--- src/rtl/pattern_gen_anim.sv ---
// Test-pattern generator locked to an incoming sync stream: re-times the syncs by two
// cycles and produces colour, including a bouncing box and a scrolling checkerboard.
module pattern_gen_anim #(
  parameter int VIDEO_WIDTH   = 3,
  parameter int TOTAL_COLS    = 800,
  parameter int TOTAL_ROWS    = 525,
  parameter int ACTIVE_COLS   = 640,
  parameter int ACTIVE_ROWS   = 480,
  parameter int BOX_SIZE      = 32,
  parameter int SPEED         = 2,
  parameter int CHECKER_SHIFT = 5,
  parameter int GRAD_SHIFT    = 4
) (
  input  logic                   i_Clk,
  input  logic                   i_Rst_L,
  input  logic [3:0]             i_Pattern,
  input  logic                   i_HSync,
  input  logic                   i_VSync,
  output logic                   o_HSync,
  output logic                   o_VSync,
  output logic [VIDEO_WIDTH-1:0] o_Red_Video,
  output logic [VIDEO_WIDTH-1:0] o_Grn_Video,
  output logic [VIDEO_WIDTH-1:0] o_Blu_Video,
  output logic                   o_Frame_Start,
  output logic [7:0]             o_Frame_Count
);

  localparam logic [11:0] C_TC_M1 = 12'(TOTAL_COLS - 1);
  localparam logic [11:0] C_TR_M1 = 12'(TOTAL_ROWS - 1);
  localparam logic [11:0] C_AC    = 12'(ACTIVE_COLS);
  localparam logic [11:0] C_AR    = 12'(ACTIVE_ROWS);
  localparam logic [11:0] C_AC_M2 = 12'(ACTIVE_COLS - 2);
  localparam logic [11:0] C_AR_M2 = 12'(ACTIVE_ROWS - 2);
  localparam logic [11:0] C_BOX   = 12'(BOX_SIZE);
  localparam logic [11:0] C_SPD   = 12'(SPEED);
  localparam logic [11:0] C_BXMAX = 12'(ACTIVE_COLS - BOX_SIZE);
  localparam logic [11:0] C_BYMAX = 12'(ACTIVE_ROWS - BOX_SIZE);
  localparam logic [11:0] C_BAR_W = 12'(ACTIVE_COLS / 8);
  localparam logic [VIDEO_WIDTH-1:0] C_ONES = '1;

  logic                   r_hs_d1, r_vs_d1;
  logic [11:0]            r_col, r_row;
  logic [3:0]             r_pattern;
  logic [7:0]             r_frame_count;
  logic [11:0]            r_box_x, r_box_y;
  logic                   r_dir_x_neg, r_dir_y_neg;

  logic                   w_frame_start;
  logic [12:0]            w_box_x_nxt, w_box_y_nxt;
  logic                   w_active, w_chk, w_chk9, w_border, w_in_box;
  logic [2:0]             w_bar;
  logic [VIDEO_WIDTH-1:0] w_grad_r, w_grad_g;
  logic [VIDEO_WIDTH-1:0] w_red, w_grn, w_blu;

  // Returns {negative_direction, position} for the next frame along one axis.
  function automatic logic [12:0] f_box_step(input logic [11:0] pos, input logic neg,
                                             input logic [11:0] act, input logic [11:0] pos_max);
    logic [12:0] reach;
    reach = {1'b0, pos} + {1'b0, C_SPD} + {1'b0, C_BOX};
    if (!neg && (reach > {1'b0, act}))  return {1'b1, pos_max};
    else if (neg && (pos < C_SPD))      return {1'b0, 12'd0};
    else if (neg)                       return {1'b1, pos - C_SPD};
    else                                return {1'b0, pos + C_SPD};
  endfunction

  assign w_frame_start = i_VSync & ~r_vs_d1;
  assign w_box_x_nxt   = f_box_step(r_box_x, r_dir_x_neg, C_AC, C_BXMAX);
  assign w_box_y_nxt   = f_box_step(r_box_y, r_dir_y_neg, C_AR, C_BYMAX);
  assign o_Frame_Count = r_frame_count;

  always_ff @(posedge i_Clk or negedge i_Rst_L) begin
    if (!i_Rst_L) begin
      r_hs_d1 <= 1'b0;
      r_vs_d1 <= 1'b0;
      o_HSync <= 1'b0;
      o_VSync <= 1'b0;
      r_col   <= '0;
      r_row   <= '0;
    end else begin
      r_hs_d1 <= i_HSync;
      r_vs_d1 <= i_VSync;
      o_HSync <= r_hs_d1;
      o_VSync <= r_vs_d1;
      if (w_frame_start) begin
        r_col <= '0;
        r_row <= '0;
      end else if (r_col == C_TC_M1) begin
        r_col <= '0;
        r_row <= (r_row == C_TR_M1) ? 12'd0 : r_row + 12'd1;
      end else begin
        r_col <= r_col + 12'd1;
      end
    end
  end

  always_ff @(posedge i_Clk or negedge i_Rst_L) begin
    if (!i_Rst_L) begin
      r_pattern     <= '0;
      r_frame_count <= '0;
      o_Frame_Start <= 1'b0;
      r_box_x       <= '0;
      r_box_y       <= '0;
      r_dir_x_neg   <= 1'b0;
      r_dir_y_neg   <= 1'b0;
    end else begin
      o_Frame_Start <= w_frame_start;
      if (w_frame_start) begin
        r_pattern     <= i_Pattern;
        r_frame_count <= r_frame_count + 8'd1;
        {r_dir_x_neg, r_box_x} <= w_box_x_nxt;
        {r_dir_y_neg, r_box_y} <= w_box_y_nxt;
      end
    end
  end

  assign w_active = (r_col < C_AC) && (r_row < C_AR);
  assign w_chk    = r_col[CHECKER_SHIFT] ^ r_row[CHECKER_SHIFT];
  // Scrolling checker: only the checker bit of the shifted column matters.
  assign w_chk9   = 1'((r_col + {4'd0, r_frame_count}) >> CHECKER_SHIFT) ^ r_row[CHECKER_SHIFT];
  assign w_bar    = 3'(r_col / C_BAR_W);
  assign w_grad_r = VIDEO_WIDTH'(r_col >> GRAD_SHIFT);
  assign w_grad_g = VIDEO_WIDTH'(r_row >> GRAD_SHIFT);
  assign w_border = (r_row <= 12'd1) || (r_row >= C_AR_M2) ||
                    (r_col <= 12'd1) || (r_col >= C_AC_M2);
  assign w_in_box = (r_col >= r_box_x) && (r_col < r_box_x + C_BOX) &&
                    (r_row >= r_box_y) && (r_row < r_box_y + C_BOX);

  always_comb begin
    w_red = '0;
    w_grn = '0;
    w_blu = '0;
    if (w_active) begin
      case (r_pattern)
        4'd1: w_red = C_ONES;
        4'd2: w_grn = C_ONES;
        4'd3: w_blu = C_ONES;
        4'd4: if (w_chk) begin
          w_red = C_ONES; w_grn = C_ONES; w_blu = C_ONES;
        end
        4'd5: begin
          w_red = {VIDEO_WIDTH{w_bar[2]}};
          w_grn = {VIDEO_WIDTH{w_bar[1]}};
          w_blu = {VIDEO_WIDTH{w_bar[0]}};
        end
        4'd6: if (w_border) begin
          w_red = C_ONES; w_grn = C_ONES; w_blu = C_ONES;
        end
        4'd7: begin
          w_blu = C_ONES;
          if (w_in_box) begin
            w_red = C_ONES; w_grn = C_ONES;
          end
        end
        4'd8: begin
          w_red = w_grad_r;
          w_grn = w_grad_g;
        end
        4'd9: if (w_chk9) begin
          w_red = C_ONES; w_grn = C_ONES; w_blu = C_ONES;
        end
        default: ;
      endcase
    end
  end

  always_ff @(posedge i_Clk or negedge i_Rst_L) begin
    if (!i_Rst_L) begin
      o_Red_Video <= '0;
      o_Grn_Video <= '0;
      o_Blu_Video <= '0;
    end else begin
      o_Red_Video <= w_red;
      o_Grn_Video <= w_grn;
      o_Blu_Video <= w_blu;
    end
  end

endmodule
--- config.mk ---
export PLATFORM = sky130hd
export DESIGN_NAME = pattern_gen_anim
export DESIGN_NICKNAME = d
export VERILOG_FILES = /design/src/rtl/pattern_gen_anim.sv
export SDC_FILE = /design/constraint.sdc
export NUM_CORES = 1
export LEC_CHECK = 0
export CORE_UTILIZATION = 25
export DETAILED_ROUTE_END_ITERATION = 8
export PLACE_DENSITY = 0.37
export SYNTH_ARGS = -nofsm -noshare
export SYNTH_HDL_FRONTEND = slang
export SYNTH_SLANG_ARGS = --single-unit
--- constraint.sdc ---
create_clock -name i_Clk -period 7.2 [get_ports i_Clk]
set_clock_uncertainty 0.05 [all_clocks]
set_input_delay 1.08 -clock i_Clk [delete_from_list [all_inputs] [get_ports i_Clk]]
set_output_delay 1.08 -clock i_Clk [all_outputs]
set_load 0.01 [all_outputs]
# Word level (Yosys, flattened, before mapping)
# Cells that the tools add are included.
dict set report totals {
  reg_bits 76
  word_cells 96
}
dict set report classes {
  n_addsub 14
  n_div 1
  magnitude_cmp 14
  n_eq_ne 11
  muxes 21
  bitwise 4
  n_reduce_logical 15
}
# op count
set ops {}
lappend ops {{13-bit 2-to-1 mux} 6}
lappend ops {{12-bit 2-to-1 mux} 5}
lappend ops {{3-bit case mux with 7 select lines} 2}
lappend ops {{12-bit by 2-bit adder with 13-bit output, second input constant} 2}
lappend ops {{13-bit by 6-bit adder with 13-bit output, second input constant} 2}
lappend ops {{12-bit by 1-bit adder with 12-bit output, second input constant} 2}
lappend ops {{12-bit by 2-bit adder with 12-bit output, second input constant} 2}
lappend ops {{12-bit by 6-bit adder with 12-bit output, second input constant} 2}
lappend ops {{12-bit by 10-bit equality test with 1-bit output, second input constant} 2}
lappend ops {{12-bit greater-or-equal comparator} 2}
lappend ops {{12-bit by 1-bit <= comparator with 1-bit output, second input constant} 2}
lappend ops {{12-bit < comparator} 2}
lappend ops {{12-bit by 2-bit < comparator with 1-bit output, second input constant} 2}
lappend ops {{12-bit by 2-bit subtractor with 12-bit output, second input constant} 2}
lappend ops {{3-bit 2-to-1 mux} 7}
lappend ops {{4-bit by 3-bit equality test with 1-bit output, second input constant} 4}
lappend ops {{3-bit case mux with 5 select lines} 1}
lappend ops {{13-bit by 10-bit > comparator with 1-bit output, second input constant} 1}
lappend ops {{13-bit by 9-bit > comparator with 1-bit output, second input constant} 1}
lappend ops {{12-bit by 7-bit divider with 12-bit output, second input constant} 1}
lappend ops {{12-bit by 10-bit greater-or-equal comparator with 1-bit output, second input constant} 1}
lappend ops {{12-bit by 9-bit greater-or-equal comparator with 1-bit output, second input constant} 1}
lappend ops {{12-bit by 10-bit < comparator with 1-bit output, second input constant} 1}
lappend ops {{12-bit by 9-bit < comparator with 1-bit output, second input constant} 1}
lappend ops {{other kinds (13)} 26}

# Logic depth before layout (Yosys ltp)
# Gate-level depths: netlist of the first run.
dict set report depth {
  ltp_word 8
  mapped_depth 12
  mapped_depth_nobuf 12
}

# Least setup slack after synthesis of the first run
# OpenSTA, ideal clock, no wires.
dict set report synth_path {
  path_kind {reg2reg}
  start {register r_box_x[5]}
  end {register o_Red_Video[1]}
  setup_ns 0.078
  t_arrival_ns 2.572
  required_ns 7.072
  path_slack_ns 4.500
  stages_incl_launch_ff 12
  synth_period_minus_slack_ns 2.700
  cell_sequence {dfrtp_1 > buf_2 > inv_1 > ha_1 > inv_1 > ha_1 > or3_1 > a2111oi_0 > o31ai_1 > nor4b_1 > nor3_1 > a21oi_1}
}
dict set report synth_via {
  elab_chain_cells 8
  elab_cells_between_ends 9
}
# item line_no
set synth_lines {}
lappend synth_lines {{from (decl)} 45} ;# logic [11:0] r_box_x, r_box_y;
lappend synth_lines {{from (signal assigned)} 110} ;# {r_dir_x_neg, r_box_x} <= w_box_x_nxt;
lappend synth_lines {{12-bit by 6-bit adder with 12-bit output} 125} ;# assign w_in_box = (r_col >= r_box_x) && (r_col < r_box_x + C_BOX) &&
lappend synth_lines {{12-bit < comparator} 125}
lappend synth_lines {{1-bit logical AND * (2 in a row)} 125}
lappend synth_lines {{1-bit logical AND *} 126} ;# (r_row >= r_box_y) && (r_row < r_box_y + C_BOX);
lappend synth_lines {{3-bit 2-to-1 mux *} 150} ;# if (w_in_box) begin
lappend synth_lines {{3-bit case mux with 7 select lines *} 133} ;# case (r_pattern)
lappend synth_lines {{3-bit 2-to-1 mux *} 132} ;# if (w_active) begin
lappend synth_lines {{via w_red[1]} 53} ;# logic [VIDEO_WIDTH-1:0] w_red, w_grn, w_blu;
lappend synth_lines {{to (signal assigned)} 172} ;# o_Red_Video <= w_red;
lappend synth_lines {{to (decl)} 21} ;# output logic [VIDEO_WIDTH-1:0] o_Red_Video,
# The timed path passes the listed nets; every way through them passes the cells marked *.
# A chain may end at the register's enable or synchronous reset.

# Worst setup path in the final report of the first run
# Ends and elaborated chain as after synthesis.

==> results of run 1 <==
-- layer usage --
layer | wire length, microns | global-route usage, % | up-vias | part of all wire [%]
li1 | - | - | 2733 | -
met1 | 8830 | 19.8 | 2750 | 48
met2 | 8830 | 24.3 | 124 | 47
met3 | 615 | 1.95 | 17 | 3.3
met4 | 316 | 4.94 | 0 | 1.7
met5 | 0 | 0 | - | 0
-- cell type report --
cell class	instances	area (sq um)	area share [%]
multi-input cells	588	4010	57.5
flip-flops and latches	72	1800	25.8
well taps	324	405	5.81
repair buffers	29	283	4.06
clock buffers	11	243	3.48
inverters	40	150	2.15
clock inverters	5	80.1	1.15
-- metrics by stage --
stage | hold WS [ps] | power [W]
3_3_place_gp | 286 | 0.00151
5_1_grt | 317 | 0.00216
4_1_cts | 308 | 0.00203
3_5_place_dp | 293 | 0.00152
6_report | 306 | 0.00201
2_1_floorplan | 281 | 0.00126
-- power by group --
| part | switching (W) | internal, W | total [W] | leakage [nW] |
|---|---|---|---|---|
| Combinational | 0.000463 | 0.000354 | 0.000817 | 1.79 |
| Sequential | 0.000203 | 0.000487 | 0.000690 | 0.924 |
| Clock | 0.000189 | 0.000313 | 0.000501 | 0.152 |
| Total | 0.000856 | 0.00115 | 0.00201 | 2.86 |
-- cell families after synthesis --
kind of cell | after synthesis | synth area share [%]
XOR/XNOR | 37 | 5.22
adder cells (fa/ha/maj) | 59 | 11.9
flip-flops | 72 | 29.0
AO/OA/AOI/OAI | 201 | 22.5
buffers and inverters | 87 | 6.35
AND/OR/NAND/NOR | 285 | 24.1
multiplexers | 6 | 0.988
-- registers in the layout, summed over array words and instances (netlist names) --
signal         cells
o_Blu_Video        1
o_Frame_Count      8
o_Frame_Start      1
o_Grn_Video        3
o_HSync            1
o_Red_Video        3
o_VSync            1
r_box_x           11
r_box_y           11
r_col             12
r_dir_x_neg        1
r_dir_y_neg        1
r_hs_d1            1
r_pattern          4
r_row             12
r_vs_d1            1
-- synthesized netlist by cell type, drive strengths merged (3+ instances only) --
cell type / instances
nor2b: 8
o2111ai: 4
a2111oi: 6
and3b: 3
o311ai: 3
o211a: 3
nand2b: 12
nor3: 25
o21ai: 52
clkbuf: 16
nand3: 34
o21bai: 3
ha: 58
or4: 3
o211ai: 6
nand2: 70
dfrtp: 72
xor2: 9
a211oi: 7
nor2: 54
o31a: 7
inv: 39
or2: 13
and2: 7
a31oi: 16
o22ai: 12
o31ai: 6
a22oi: 3
a21o: 4
nand3b: 4
o41ai: 3
mux2i: 5
and3: 13
xnor2: 28
nor4: 9
buf: 31
a21oi: 32
a41oi: 7
nand4b: 4
o21a: 6
or3: 3
nand4: 13
o221ai: 3
-- final timing paths --
kind / from / to / depth (start not counted)
worst max-delay path: r_box_x[5] / o_Red_Video[1] / 10
worst min-delay path: r_hs_d1 / o_HSync / 0
worst max register to register: r_box_x[5] / o_Red_Video[1] / 10
worst min register to register: r_hs_d1 / o_HSync / 0
max in group asynchronous: i_Rst_L / r_box_x[4] / 1
min in group asynchronous: i_Rst_L / o_HSync / 1
==> impl_metrics.yaml, run 1 <==
status:
  status: "finished clean"
placement:
  dpl_worst_slack_ps: 3640
  dp.cells: 1053
  port_buffers: 27
  gp_congestion: 0.823
  dp_hpwl_microns: 13300
  placed_area_sq_mm: 0.00665
detailed_routing:
  drtPass1Iterations: 5
  drc: 0
  totalWireLength_microns: 18600
  drt-wirelength-per-cell_microns: 17.4
  drt_iter0_markers: 277
  ant_nets: 0
  via_count: 5624
  viasPerCell: 5.26
clocking:
  cts.path.max_buffers: 2
  clkLatencyLatePin_ps: 340
  clock_sinks: 72
  cts_buffers: 9
  cts_hold_buf: 0
  htree_levels: 3
  cts.root.buffer_cell: "clkbuf_16"
  clk_pin_slew_ps: 60
  cts_tree: "yes"
  post_cts.repair.setup_buffers: 0
  cts.repair.resized: 0
critical_path:
  path_buf_inv: 2
  cp_cell_sequence: "inv_1 > ha_1 > inv_1 > ha_1 > or3_1 > a2111oi_0 > o31ai_1 > nor4b_1 > nor3_1 > a21oi_1"
  worst_setup_path_end_kind: "register"
  startpoint_type: "register"
  path_max_fanout: 13
  cp_slowest_cell: "dfrtp_1"
  worstPathArrival_ps: 3730
  cp_top_family: "simple AND/OR/NAND/NOR gates"
  reg2reg_setup_slack_ps: 3690
  slowest_delay_ps: 620
  critPathKind: "reg2reg"
  crit_required_ps: 7410
logic_synthesis:
  synthFlopType: "dfrtp_1"
  synthTopCellsByArea: "dfrtp_1 (29%), ha_1 (12%), nand2_1 (4.2%)"
  ys_ff_latch: 72
  ys_seq_area_share_pct: 29.0
  synth.net_count: 813
  synth_cell_types: 85
  syn_inst: 747
  synthArstFlopShare_pct: 100
  synth_top_area_share_pct: 29.0
  synth_area_leader_cell: "dfrtp_1"
  syn_area_sq_mm: 0.00621
  syn_area_per_cell_sq_um: 8.31
  ys_warn_count: 0
  synth_edf_count: 0
final_layout:
  layout_common_cells: "dfrtp_1 (72), nand2_1 (69), ha_1 (58)"
  utilization_pct: 28.7
  diodes: 0
  final_cells: 1069
  drive_gt1_share_pct: 6.31
  syn_to_final_growth_pct: 12.4
  nFillCells: 2569
  design_area_sq_mm: 0.00697
  nets: 806
  layout_commonest_cell: "dfrtp_1"
floorplanning:
  initial_core_util_pct: 25.5
  die_w_microns: 160
  rows: 57
  die_area_sq_mm: 0.0255
  core-area_sq_mm: 0.0243
  ios: 28
  fp.dieH_microns: 160
global_route:
  grt.total_usage_pct: 14.7
  grt_pass1_wl_microns: 29800
  antenna_found_initial: 0
  grt_max_degree: 73
  grt_overflow: 0
  grt_pass1_vias: 5404
timing:
  relSlewSlack_pct: 32.3
  finalCritPeriodShare_pct: 48.8
  slew_viol_final: 0
  fin_crit_ps: 3510
  timing.final.ws_setup_ps: 3690
  fin_setup_tns_ps: 0
  setup_viol: 0
  grt_setup_unrepaired: "no"
  finalHoldViolCount: 0
  fmax_ghz: 0.285
  worst_slew_pin_slew_ps: 1020
power_and_ir_drop:
  peakVddDrop_mv: 0.111
  leakage_nw: 2.86
  power_density_mw_per_mm2: 288
worst_hold_path:
  min_path_type: "reg2reg"
flow_run:
  drv_cap: 0
Power figures use the tool's default switching activity.
==> inputs of run 2 (changes only) <==
clock period = 3.4 ns   (was 7.2 ns; I/O delays follow)
==> impl_metrics.yaml, run 2 (synthesized netlist as in run 1, its figures left out) <==
global_route:
  grtUsageMet2_pct: 25.0
  grt_use_met3_pct: 2.03
  grt_pass1_vias: 5524
  grtUsageMet1_pct: 20.5
  busiest_layer: "met2"
  grt_max_degree: 73
  antenna_found_initial: 0
  grt.total_usage_pct: 15.1
  grt_pass1_wl_microns: 30600
  grt_overflow: 0
timing:
  setup_viol: 0
  worst_slew_pin_slew_ps: 1010
  fin_setup_tns_ps: 0
  slew_viol_final: 0
  fin_crit_ps: 3050
  timing.final.ws_setup_ps: 353
  finalCritPeriodShare_pct: 89.6
  relSlewSlack_pct: 32.6
  fmax_ghz: 0.328
  finalHoldViolCount: 0
  hold_slack_ps: 265
  grt_setup_unrepaired: "no"
worst_hold_path:
  min_path_type: "in2async"
critical_path:
  worstPathArrival_ps: 3260
  cp_cell_sequence: "ha_1 > nand3_1 > xnor2_1 > ha_1 > nor4_1 > nand2b_1 > o211ai_1 > o31ai_1 > nor4b_1 > buf_4 > nor2_1 > a31oi_1"
  slowest_delay_ps: 540
  cp_slowest_cell: "dfrtp_1"
  worst_setup_path_end_kind: "register"
  cp_top_family: "simple AND/OR/NAND/NOR gates"
  cpMostUsedCell: "ha_1"
  path_max_fanout: 10
  startpoint_type: "register"
  crit_required_ps: 3610
  critPathKind: "reg2reg"
  path_buf_inv: 1
floorplanning:
  die_area_sq_mm: 0.0255
  initial_core_util_pct: 25.5
  die_w_microns: 160
  core-area_sq_mm: 0.0243
  rows: 57
  ios: 28
  fp.dieH_microns: 160
final_layout:
  nFillCells: 2597
  largest_registers: "r_col x12, r_row x12"
  multi_input_area_sq_mm: 0.00401
  layout_common_cells: "dfrtp_1 (72), nand2_1 (69), ha_1 (58)"
  diodes: 0
  utilization_pct: 29.0
  layout_commonest_cell: "dfrtp_1"
  register_area_sq_mm: 0.00180
  drive_gt1_share_pct: 8.05
  nets: 819
  syn_to_final_growth_pct: 13.6
detailed_routing:
  viasPerCell: 5.17
  drt_iter0_markers: 377
  via_count: 5599
  totalWireLength_microns: 18700
  ant_nets: 0
  drt-wirelength-per-cell_microns: 17.3
  drtPass1Iterations: 5
  drc: 0
clocking:
  cts.repair.resized: 0
  cts.path.max_buffers: 2
  cts.root.buffer_cell: "clkbuf_16"
  cts_hold_buf: 0
  clk_pin_slew_ps: 60
  clock_sinks: 72
  cts_buffers: 9
  htree_levels: 3
  clkLatencyLatePin_ps: 350
  cts_tree: "yes"
  post_cts.repair.setup_buffers: 0
placement:
  dp_hpwl_microns: 13600
  port_buffers: 27
  dpl_worst_slack_ps: 353
  gp_congestion: 0.825
power_and_ir_drop:
  peakVddDrop_mv: 0.246
  power_density_mw_per_mm2: 596
  leakage_nw: 2.92
status:
  status: "finished clean"
flow_run:
  drv_cap: 0
run 2: worst paths after layout:
| check | depth (start not counted) | to | slack [ps] | startpoint |
|---|---|---|---|---|
| min in group i_Clk | 0 | o_HSync | 310 | r_hs_d1 |
| worst max-delay path | 12 | o_Grn_Video[2] | 350 | r_box_y[5] |
| worst max register to register | 12 | o_Grn_Video[2] | 350 | r_box_y[5] |
| worst min-delay path | 1 | r_hs_d1 | 270 | i_Rst_L |
| worst min register to register | 0 | o_HSync | 310 | r_hs_d1 |
| max in group asynchronous | 1 | o_VSync | 2360 | i_Rst_L |
run 2: cell type report:
cell class                      instances  share of cell area, %
Clock buffer                            9                   3.19
Clock inverter                          7                   1.12
Inverter                               40                   2.13
Multi-Input combinational cell        588                   56.9
Sequential cell                        72                   25.6
Tap cell                              324                   5.75
Timing Repair Buffer                   42                   5.39
run 2: power breakdown:
part	internal, W	switching (W)	leakage [nW]	total [W]
sequential	0.00103	0.000415	0.924	0.00145
combinational	0.000765	0.000984	1.86	0.00175
clock	0.000577	0.000433	0.139	0.00101
run 2: routing by layer:
metal	up-vias	wire length [microns]	share of wire, %
li1	2766	-	-
met1	2721	9130	49
met2	95	8900	48
met3	17	455	2.4
met4	0	233	1.2
met5	-	0	0
run 2: stage by stage:
step                area (sq um)  instances  power (W)
floorplan                   6210        747    0.00267
global placement            6750       1066    0.00319
detailed placement          6750       1066    0.00322
CTS                         7050       1082    0.00426
global route                7050       1082    0.00456
finish                      7050       1082    0.00420
==> inputs of run 3 (changes only) <==
MAX_ROUTING_LAYER = met4   (was unset)
clock period = 3.8 ns   (was 3.4 ns; I/O delays follow)
==> impl_metrics.yaml, run 3 (synthesized netlist as in run 1, its figures left out) <==
status:
  status: "finished clean"
critical_path:
  slowest_delay_ps: 560
  cp.depth: 13
  r2r_end: "o_Red_Video[1]"
  cp_top_family: "simple AND/OR/NAND/NOR gates"
  path_max_fanout: 10
  worst_setup_path_end_kind: "register"
  timing.rr.start: "r_box_y[5]"
  crit_required_ps: 3960
  path_buf_inv: 1
  worstPathArrival_ps: 3270
  cp_cell_sequence: "ha_1 > nand3_1 > nor2_1 > xnor2_1 > ha_1 > nand2_1 > a211oi_1 > o211ai_1 > o31ai_1 > nor4b_1 > buf_4 > nor3_1 > a21oi_1"
  reg2reg_setup_slack_ps: 690
  ff2ff_path_depth: 13
  cpMostUsedCell: "ha_1"
  critPathKind: "reg2reg"
  startpoint_type: "register"
  cp_slowest_cell: "dfrtp_1"
detailed_routing:
  drc: 0
  ant_nets: 0
  viasPerCell: 5.16
  totalWireLength_microns: 18800
  drt_iter0_markers: 299
  drtPass1Iterations: 4
  via_count: 5543
  drt-wirelength-per-cell_microns: 17.5
final_layout:
  largest_registers: "r_col x12, r_row x12"
  nets: 812
  syn_to_final_growth_pct: 13.2
  layout_common_cells: "dfrtp_1 (72), nand2_1 (69), ha_1 (58)"
  layout_commonest_cell: "dfrtp_1"
  diodes: 0
  final_cells: 1075
  drive_gt1_share_pct: 7.19
global_route:
  antenna_found_initial: 0
  grt.total_usage_pct: 15.6
  grt_overflow: 0
  grt_max_degree: 73
  grt_pass1_wl_microns: 30500
  grt_pass1_vias: 5413
clocking:
  cts_tree: "yes"
  cts.path.max_buffers: 2
  clk_pin_slew_ps: 70
  cts.root.buffer_cell: "clkbuf_16"
  htree_levels: 3
  clkLatencyLatePin_ps: 350
  clock_sinks: 72
  cts.repair.resized: 0
  cts_buffers: 9
  post_cts.repair.setup_buffers: 0
  cts_hold_buf: 0
timing:
  fmax_ghz: 0.322
  grt_setup_unrepaired: "no"
  slew_viol_final: 0
  timing.final.ws_setup_ps: 692
  fin_setup_tns_ps: 0
  finalHoldViolCount: 0
  relSlewSlack_pct: 32.4
  fin_crit_ps: 3110
  worst_slew_pin_slew_ps: 1010
  finalCritPeriodShare_pct: 81.8
  setup_viol: 0
power_and_ir_drop:
  peakVddDrop_mv: 0.247
  power_density_mw_per_mm2: 543
  leakage_nw: 2.90
placement:
  port_buffers: 27
  dpl_worst_slack_ps: 702
  dp_hpwl_microns: 13600
  dp.cells: 1059
  gp_congestion: 0.840
worst_hold_path:
  holdPathStages: 0
  hold_end: "o_HSync"
  min_from: "r_hs_d1"
  min_path_type: "reg2reg"
flow_run:
  drv_cap: 0
floorplanning:
  fp.dieH_microns: 160
  die_area_sq_mm: 0.0255
  initial_core_util_pct: 25.5
  core-area_sq_mm: 0.0243
  rows: 57
  die_w_microns: 160
  ios: 28
-- run 3: changes by cell type in the layout (fill, tap and decap cells not counted), sizes merged --
cell / before / now
bufinv: 1 / 2
clkinv: 1 / 3
clkinvlp: 3 / 1
inv: 42 / 41
buf: 16 / 9
-- run 3: metrics by stage --
step	utilization [%]	total power [W]	instance area, sq um	hold WS (ps)
finish	28.9	0.00381	7020	303
global route	28.9	0.00412	7020	323
global placement	27.5	0.00284	6700	287
detailed placement	27.5	0.00285	6700	288
CTS	28.9	0.00386	7020	305
floorplan	-	0.00239	6210	224
-- run 3: power by group --
group          internal (W)  total, W  switching [W]  leakage [nW]
combinational      0.000667   0.00152       0.000851          1.82
sequential         0.000921   0.00132       0.000394         0.924
clock              0.000583  0.000980       0.000397         0.157
-- run 3: worst max path at each step --
stage | from | slack [ps] | end
2_1_floorplan | r_box_x[5] | 1100 | o_Red_Video[1]
3_3_place_gp | r_box_x[5] | 760 | o_Grn_Video[2]
3_5_place_dp | r_box_x[5] | 700 | o_Grn_Video[0]
4_1_cts | r_box_x[5] | 680 | o_Grn_Video[0]
5_1_grt | r_box_y[5] | 390 | o_Grn_Video[1]
6_report | r_box_y[5] | 690 | o_Red_Video[1]
-- run 3: layout make-up --
cell class	instances	area, sq um
sequential	72	1800
timing repair buffer	35	328
tap	324	405
inverter	40	150
clock buffer	9	225
clock inverter	7	103
multi-input combinational	588	4010
fill	2581	17300
-- run 3: metal layers --
metal  share of wire, %  track usage (%)
met5                  0                -
met4                2.1             5.94
met2                 46             23.7
met3                2.7             1.90
met1                 49             21.1
-- run 3: worst reg2reg max path, stage by stage (launching register included) --
cell and delay (ps):
dfrtp_1 560, ha_1 360, nand3_1 150, nor2_1 150, xnor2_1 90, ha_1 300, nand2_1 50, a211oi_1 250
o211ai_1 200, o31ai_1 130, nor4b_1 90, buf_4 160, nor3_1 310, a21oi_1 120
